**config.mk**
```make
export PLATFORM = sky130hd
export DESIGN_NAME = mult_result_accumulator
export DESIGN_NICKNAME = d
export VERILOG_FILES = /design/src/rtl/mult_result_accumulator_pkg.sv /design/src/rtl/mult_acc_lane_adder.sv /design/src/rtl/mult_result_accumulator.sv
export SDC_FILE = /design/constraint.sdc
export NUM_CORES = 1
export LEC_CHECK = 0
export CAP_MARGIN = 10
export CORE_MARGIN = 4
export CORE_UTILIZATION = 39
export DETAILED_ROUTE_END_ITERATION = 7
export PLACE_DENSITY = 0.57
export SETUP_SLACK_MARGIN = 0.2
export SLEW_MARGIN = 15
export SYNTH_ARGS = -nofsm -noshare
export SYNTH_HDL_FRONTEND = slang
export SYNTH_HIERARCHICAL = 1
export SYNTH_SLANG_ARGS = --single-unit
```
**constraint.sdc**
```tcl
create_clock -name clk -period 7.51 [get_ports clk]
set_input_delay 0.751 -clock clk [delete_from_list [all_inputs] [get_ports clk]]
set_output_delay 0.751 -clock clk [all_outputs]
set_load 0.02 [all_outputs]
```
**src/rtl/mult_result_accumulator_pkg.sv**
```systemverilog
// Shared definitions for the multiplier result accumulator.
// Contents: mode encodings, FSM state type, lane geometry, stage-1 control payload.
package mult_result_accumulator_pkg;

   localparam logic MODE_FULL = 1'b0;   // one 16x16 product per beat
   localparam logic MODE_SUM8 = 1'b1;   // two lanes, each a sum of 8x8 products

   localparam int unsigned LANE_IN_W      = 16;             // lane slice of each result vector
   localparam int unsigned LANE_CARRY_POS = 16;             // weight of the lane carry bit
   localparam int unsigned LANE_RES_W     = LANE_IN_W + 1;  // resolved lane value width

   typedef enum logic {
      ST_IDLE = 1'b0,
      ST_RUN  = 1'b1
   } state_t;

   // Control bits travelling alongside a resolved beat.
   typedef struct packed {
      logic valid;
      logic first;
      logic last;
      logic mode;
      logic sign;
   } beat_ctl_t;

endpackage

```
**src/rtl/mult_acc_lane_adder.sv**
```systemverilog
// Width-parameterised accumulate adder with signed/unsigned overflow detect.
// Build option: MULT_ACC_SATURATE_EN clamps the sum to the range limit on overflow.
// Ports:
//   a, b       addends (a = accumulator, b = resolved product)
//   is_signed  interpret operands as two's complement
//   sum_c      combinational sum (wrapped, or clamped when saturation is built in)
//   ovf_c      combinational overflow flag for the active signedness
module mult_acc_lane_adder #(
   parameter int unsigned W = 24
) (
   input  logic [W-1:0] a,
   input  logic [W-1:0] b,
   input  logic         is_signed,
   output logic [W-1:0] sum_c,
   output logic         ovf_c
);

   logic [W:0] raw;
   logic       ovf_u;
   logic       ovf_s;

   always_comb begin
      raw   = {1'b0, a} + {1'b0, b};
      ovf_u = raw[W];
      // Signed overflow: like-signed operands producing a result of the other sign.
      ovf_s = (a[W-1] == b[W-1]) && (raw[W-1] != a[W-1]);
      ovf_c = is_signed ? ovf_s : ovf_u;
      sum_c = raw[W-1:0];
`ifdef MULT_ACC_SATURATE_EN
      if (ovf_c) begin
         if (!is_signed)
            sum_c = '1;
         else if (a[W-1])
            sum_c = {1'b1, {(W-1){1'b0}}};
         else
            sum_c = {1'b0, {(W-1){1'b1}}};
      end
`endif
   end

endmodule

```
**src/rtl/mult_result_accumulator.sv**
```systemverilog
// Resolves multiplier partial-sum vectors into products and accumulates them
// over runs framed by in_last; one wide accumulator in full mode, two lane
// accumulators in SIMD mode. Build option: MULT_ACC_SATURATE_EN (saturating adds).
// Ports:
//   clk, reset                       clock, synchronous active-high reset
//   in_valid, in_last, mode, sign    beat framing and attributes
//   result_0, result_1               partial-sum vectors
//   result_SIMD_carry                per-lane carry bits
//   acc_out, out_valid, out_mode     reported total, one-cycle pulse, run mode
//   overflow                         sticky per-accumulator overflow of the run
//   busy                             run in progress
module mult_result_accumulator
   import mult_result_accumulator_pkg::*;
#(
   parameter int unsigned ACC_W  = 48,
   parameter int unsigned LANE_W = 24
) (
   input  logic             clk,
   input  logic             reset,
   input  logic             in_valid,
   input  logic             in_last,
   input  logic             mode,
   input  logic             sign,
   input  logic [31:0]      result_0,
   input  logic [31:0]      result_1,
   input  logic [1:0]       result_SIMD_carry,
   output logic [ACC_W-1:0] acc_out,
   output logic             out_valid,
   output logic             out_mode,
   output logic [1:0]       overflow,
   output logic             busy
);

   state_t state, state_nxt;
   logic   run_mode;
   logic   first_c;
   logic   eff_mode_c;

   // Run framing FSM, tracked at the input so mode lock applies to resolution.
   always_ff @(posedge clk) begin
      if (reset) state <= ST_IDLE;
      else       state <= state_nxt;
   end

   always_comb begin
      state_nxt = state;
      case (state)
         ST_IDLE: if (in_valid) state_nxt = in_last ? ST_IDLE : ST_RUN;
         ST_RUN:  if (in_valid && in_last) state_nxt = ST_IDLE;
         default: state_nxt = ST_IDLE;
      endcase
   end

   always_comb begin
      first_c    = (state == ST_IDLE) && in_valid;
      eff_mode_c = (state == ST_RUN) ? run_mode : mode;
   end

   // Mode of the open run, captured from its first beat.
   always_ff @(posedge clk) begin
      if (reset)        run_mode <= MODE_FULL;
      else if (first_c) run_mode <= mode;
   end

   // Stage 1: resolve partial sums into products.
   logic [31:0]         sum32_c;
   logic [ACC_W-1:0]    full_prod_c;
   logic [LANE_RES_W-1:0] lane0_sum_c, lane1_sum_c;
   logic [LANE_W-1:0]   lane0_prod_c, lane1_prod_c;

   always_comb begin
      sum32_c      = result_0 + result_1;
      full_prod_c  = sign ? ACC_W'($signed(sum32_c)) : ACC_W'(sum32_c);
      // Lanes are independent 17-bit sums; no carry crosses between them.
      lane0_sum_c  = LANE_RES_W'(result_0[LANE_IN_W-1:0]) + LANE_RES_W'(result_1[LANE_IN_W-1:0])
                   + (LANE_RES_W'(result_SIMD_carry[0]) << LANE_CARRY_POS);
      lane1_sum_c  = LANE_RES_W'(result_0[2*LANE_IN_W-1:LANE_IN_W])
                   + LANE_RES_W'(result_1[2*LANE_IN_W-1:LANE_IN_W])
                   + (LANE_RES_W'(result_SIMD_carry[1]) << LANE_CARRY_POS);
      lane0_prod_c = sign ? LANE_W'($signed(lane0_sum_c)) : LANE_W'(lane0_sum_c);
      lane1_prod_c = sign ? LANE_W'($signed(lane1_sum_c)) : LANE_W'(lane1_sum_c);
   end

   beat_ctl_t        s1_ctl;
   logic [ACC_W-1:0]  s1_full;
   logic [LANE_W-1:0] s1_l0, s1_l1;

   always_ff @(posedge clk) begin
      if (reset) begin
         s1_ctl  <= '0;
         s1_full <= '0;
         s1_l0   <= '0;
         s1_l1   <= '0;
      end else begin
         s1_ctl <= '{valid: in_valid, first: first_c, last: in_valid & in_last,
                     mode: eff_mode_c, sign: sign};
         if (in_valid) begin
            s1_full <= full_prod_c;
            s1_l0   <= lane0_prod_c;
            s1_l1   <= lane1_prod_c;
         end
      end
   end

   // Stage 2: accumulate.
   logic [ACC_W-1:0]  acc_full;
   logic [LANE_W-1:0] acc_l0, acc_l1;
   logic [1:0]        ovf_q;
   logic [ACC_W-1:0]  sum_full_c;
   logic [LANE_W-1:0] sum_l0_c, sum_l1_c;
   logic              ovf_full_c, ovf_l0_c, ovf_l1_c;

   mult_acc_lane_adder #(.W(ACC_W)) u_full (
      .a(acc_full), .b(s1_full), .is_signed(s1_ctl.sign), .sum_c(sum_full_c), .ovf_c(ovf_full_c));
   mult_acc_lane_adder #(.W(LANE_W)) u_lane0 (
      .a(acc_l0), .b(s1_l0), .is_signed(s1_ctl.sign), .sum_c(sum_l0_c), .ovf_c(ovf_l0_c));
   mult_acc_lane_adder #(.W(LANE_W)) u_lane1 (
      .a(acc_l1), .b(s1_l1), .is_signed(s1_ctl.sign), .sum_c(sum_l1_c), .ovf_c(ovf_l1_c));

   logic [ACC_W-1:0]  acc_full_nxt;
   logic [LANE_W-1:0] acc_l0_nxt, acc_l1_nxt;
   logic [1:0]        ovf_hit_c, ovf_nxt;
   logic [ACC_W-1:0]  packed_c;

   // First beat of a run loads rather than adds, and restarts the sticky flags.
   always_comb begin
      acc_full_nxt = s1_ctl.first ? s1_full : sum_full_c;
      acc_l0_nxt   = s1_ctl.first ? s1_l0   : sum_l0_c;
      acc_l1_nxt   = s1_ctl.first ? s1_l1   : sum_l1_c;
      ovf_hit_c    = (s1_ctl.mode == MODE_SUM8) ? {ovf_l1_c, ovf_l0_c} : {1'b0, ovf_full_c};
      ovf_nxt      = s1_ctl.first ? 2'b00 : (ovf_q | ovf_hit_c);
      packed_c     = acc_full_nxt;
      if (s1_ctl.mode == MODE_SUM8) begin
         packed_c                      = '0;
         packed_c[LANE_W-1:0]          = acc_l0_nxt;
         packed_c[2*LANE_W-1:LANE_W]   = acc_l1_nxt;
      end
   end

   always_ff @(posedge clk) begin
      if (reset) begin
         acc_full  <= '0;
         acc_l0    <= '0;
         acc_l1    <= '0;
         ovf_q     <= '0;
         acc_out   <= '0;
         out_valid <= 1'b0;
         out_mode  <= 1'b0;
         overflow  <= '0;
         busy      <= 1'b0;
      end else begin
         out_valid <= s1_ctl.valid & s1_ctl.last;
         // Busy covers the open run plus the in-flight final beat.
         busy      <= in_valid | (state_nxt == ST_RUN);
         if (s1_ctl.valid) begin
            acc_full <= acc_full_nxt;
            acc_l0   <= acc_l0_nxt;
            acc_l1   <= acc_l1_nxt;
            ovf_q    <= ovf_nxt;
            if (s1_ctl.last) begin
               acc_out  <= packed_c;
               overflow <= ovf_nxt;
               out_mode <= s1_ctl.mode;
            end
         end
      end
   end

endmodule

```
==> metrics <==
grt met3 use=2.27%; clk root buf=clkbuf_16; Antenna Nets Post-Route=0; Post-Syn Area=15500 sq um; Setup violations, final=0; net switching power=1170 uW; CTS-repair resized insts=0; asr flop ratio synth=0%; largest net degree at the start of global routing=103; setup ws final=3530 ps; syn_area_per_cell=8.01 sq um; width of the chip=207 um; Initial DRT Pass Iterations=5; post-place instance area=17100 sq um; Max Cap Viol=0; vias in the first global route=13300; Max Slew Vio Count=0; RSZ-0062 raised after global routing=no; # nets final=2192; Worst VDD drop=0.147 mV; Worst path max stage delay=780 ps; Final Hold Viols=0; GRT Resource Usage Total=19.3%; total number of H-tree levels=1; Tcrit/Tclk final=53.0%; Area Overhead vs Synth=15.3%; Worst slew margin=32.2%; CTS clock-pin slew for the worst setup and hold paths=60 ps; Static Leak=0.00729 uW; DRC violations left=0; DR WL/cell=17.4 um; vias per cell=5.59; library cells used by synthesis=78; Int Pwr=2330 uW; Vias=14100; die area=43000 sq um; Clock Path Buffers=3; GR Util met1=28.6%; clk_skew=11.2 ps; IO buf count=124; M2 GR Usage=30.0%; Post-Syn Instances=1936; diodes inserted=0; Mapped Nets=2141; pwr/cell area=196 nW/um^2; post-synthesis sequential area ratio=27.2%; GRT overflow=0; Post-Route WL=43900 um; crit path kind=flop to flop; layout cells sized above 1=5.64%; DP Wirelength=32300 um; global routing's busiest layer=met2; fin area=17900 sq um; critical path required time=7900 ps; crit path max fanout=18; clock sink count=211; class of the worst hold path=flop to flop; CTS tree=done; delay-heaviest family, CP=compound AO/OA/AOI/OAI gates; Die Ht=207 um; Routability Congestion=0.900; yosys warns=6; hold buffers post-CTS=0; buffer and inverter count on the worst path=0; EDFF count, synth=0; sw frac=33.3%; # IOs=125; Tightest Pin Transition=1010 ps; row cnt=72; crit path time final=3980 ps; Worst EP arrival=4370 ps; CTS buffer count=25; effective utilization at floorplan=39.8%; Setup crit start kind=flop; first-pass GRT wire length=70600 um; fmax=0.251 GHz; post-CTS setup buffers=0; FF+latch count, synth=211; pre-CTS setup slack=3560 ps; Setup TNS Final=0 ps; Worst-Skew Late Latency=540 ps; status=finished clean; Critical Path End Type=flop; Gate power share=28.0%; most frequent CP cell=a21o_1; initial antenna violation count=1; Seq pwr share=36.9%; DRT iter0 DRCs=870; core area=39000 sq um; Clk pwr share=35.1%; slowest cell on the critical path=dfxtp_1; crit-path cells=ha_1 > a21o_1 > a21o_1 > a21o_1 > a21o_1 > a21oi_1 > o22ai_1 > or4_4 > a311oi_1 > nand2_1 > nor2b_1 > a211oi_1 > nor2_1 > mux2i_1 > nor2_1; Top FF cell, synth=dfxtp_1
[cells by family after synthesis]
kind of cell	count (synthesis)	synth area share, %
buffers and inverters	138	3.39
xor gates and xnor gates	126	7.12
DFF	211	27.2
adders and majority gates	133	11.0
AOI/OAI and AO/OA	608	26.3
muxes	112	7.36
and+or+nand+nor	608	17.6
[state kept, by name, summed over array words and instances (netlist names), 2 cells and up, named ones only]
name,cells
acc_out,48
s1_l0,2
s1_ctl,5
s1_l1,18
acc_l1,24
acc_full,48
acc_l0,24
ovf_q,2
s1_full,33
overflow,2
[path summary, 6_finish.rpt]
kind | slack (ps) | end | start | cells past startpoint
setup / recovery | 3530 | ovf_q[0]$_SDFFE_PP0P_ | s1_full[46]$_SDFFE_PP0P_ | 15
hold / removal | 450 | acc_out[13]$_SDFFE_PP0P_ | acc_out[13]$_SDFFE_PP0P_ | 2
setup reg to reg | 3530 | ovf_q[0]$_SDFFE_PP0P_ | s1_full[46]$_SDFFE_PP0P_ | 15
hold reg to reg | 450 | acc_out[13]$_SDFFE_PP0P_ | acc_out[13]$_SDFFE_PP0P_ | 2
[routing by layer]
layer,up-vias,part of all wire [%]
met5,-,0
met2,327,43
li1,7155,-
met1,6551,51
met4,0,1.7
met3,49,4.5
[cell type report]
cell class	instances	area [sq um]
inverters	28	105
fillers	3869	21100
well taps	518	648
flip-flops and latches	211	4230
repair buffers	134	1310
clock inverters	9	108
clock buffers	33	706
multi-input cells	1587	10800
[Yosys cell counts, types with 6 or more instances]
cell type  count  share of area, %
or4_1          6              0.29
nand2b_1      29               1.2
a31oi_1       30               1.2
dfxtp_1      211                27
o211ai_1      15              0.73
xor2_1        47               2.7
clkbuf_1      93               2.3
and3_1        11              0.44
ha_1         128                10
o21a_1         9              0.44
and2_1        24              0.97
a21o_1        57               2.8
mux2_2        16               1.2
o31ai_1        7              0.34
o21bai_1      14              0.68
nor2b_1       21              0.85
nor3_1        27              0.87
inv_1         28              0.68
nand3_1       36               1.2
xnor2_1       79               4.5
o21ai_0      130               4.2
mux2i_1       96               6.2
or3_1          6              0.24
nand4_1       17              0.69
nor2_1       249               6.0
nand2_1      162               3.9
a21oi_1      151               4.9
a211oi_1     120               5.8
buf_1         11              0.27
[stage by stage]
step / utilization, % / std cells / hold WS [ps] / total power [uW]
2_1_floorplan: - / 1936 / 438 / 2020
4_1_cts: 45.8 / 2520 / 458 / 3530
3_5_place_dp: 43.7 / 2478 / 449 / 2290
3_3_place_gp: 43.7 / 2478 / 445 / 2270
6_report: 45.8 / 2520 / 452 / 3500
5_1_grt: 45.8 / 2520 / 469 / 3700
[power by group through the flow]
stage	combinational (uW)	sequential (uW)	clock (uW)
2_1_floorplan	741	1270	0
3_3_place_gp	959	1310	0
3_5_place_dp	970	1310	0
4_1_cts	976	1290	1260
5_1_grt	1090	1300	1300
6_report	980	1290	1230
[worst reg2reg max path: stages (launching register included)]
cell      delay [ps]
dfxtp_1          780
ha_1             430
a21o_1           220
a21o_1           180
a21o_1           220
a21o_1           190
a21oi_1          210
o22ai_1          110
or4_4            520
a311oi_1         260
nand2_1           70
nor2b_1          130
a211oi_1         240
nor2_1            80
mux2i_1          160
nor2_1            60
[layout by cell type, fill, tap and decap left out, drive strengths merged, types with 33 or more instances in the layout]
cell type / n
o21ai: 135
a21o: 61
nand2: 162
ha: 128
dfxtp: 211
nand3: 36
xnor2: 79
mux2i: 96
clkdlybuf4s50: 122
xor2: 47
a21oi: 155
a211oi: 121
nor2: 250
clkbuf: 33
Power figures use the tool's default switching activity.
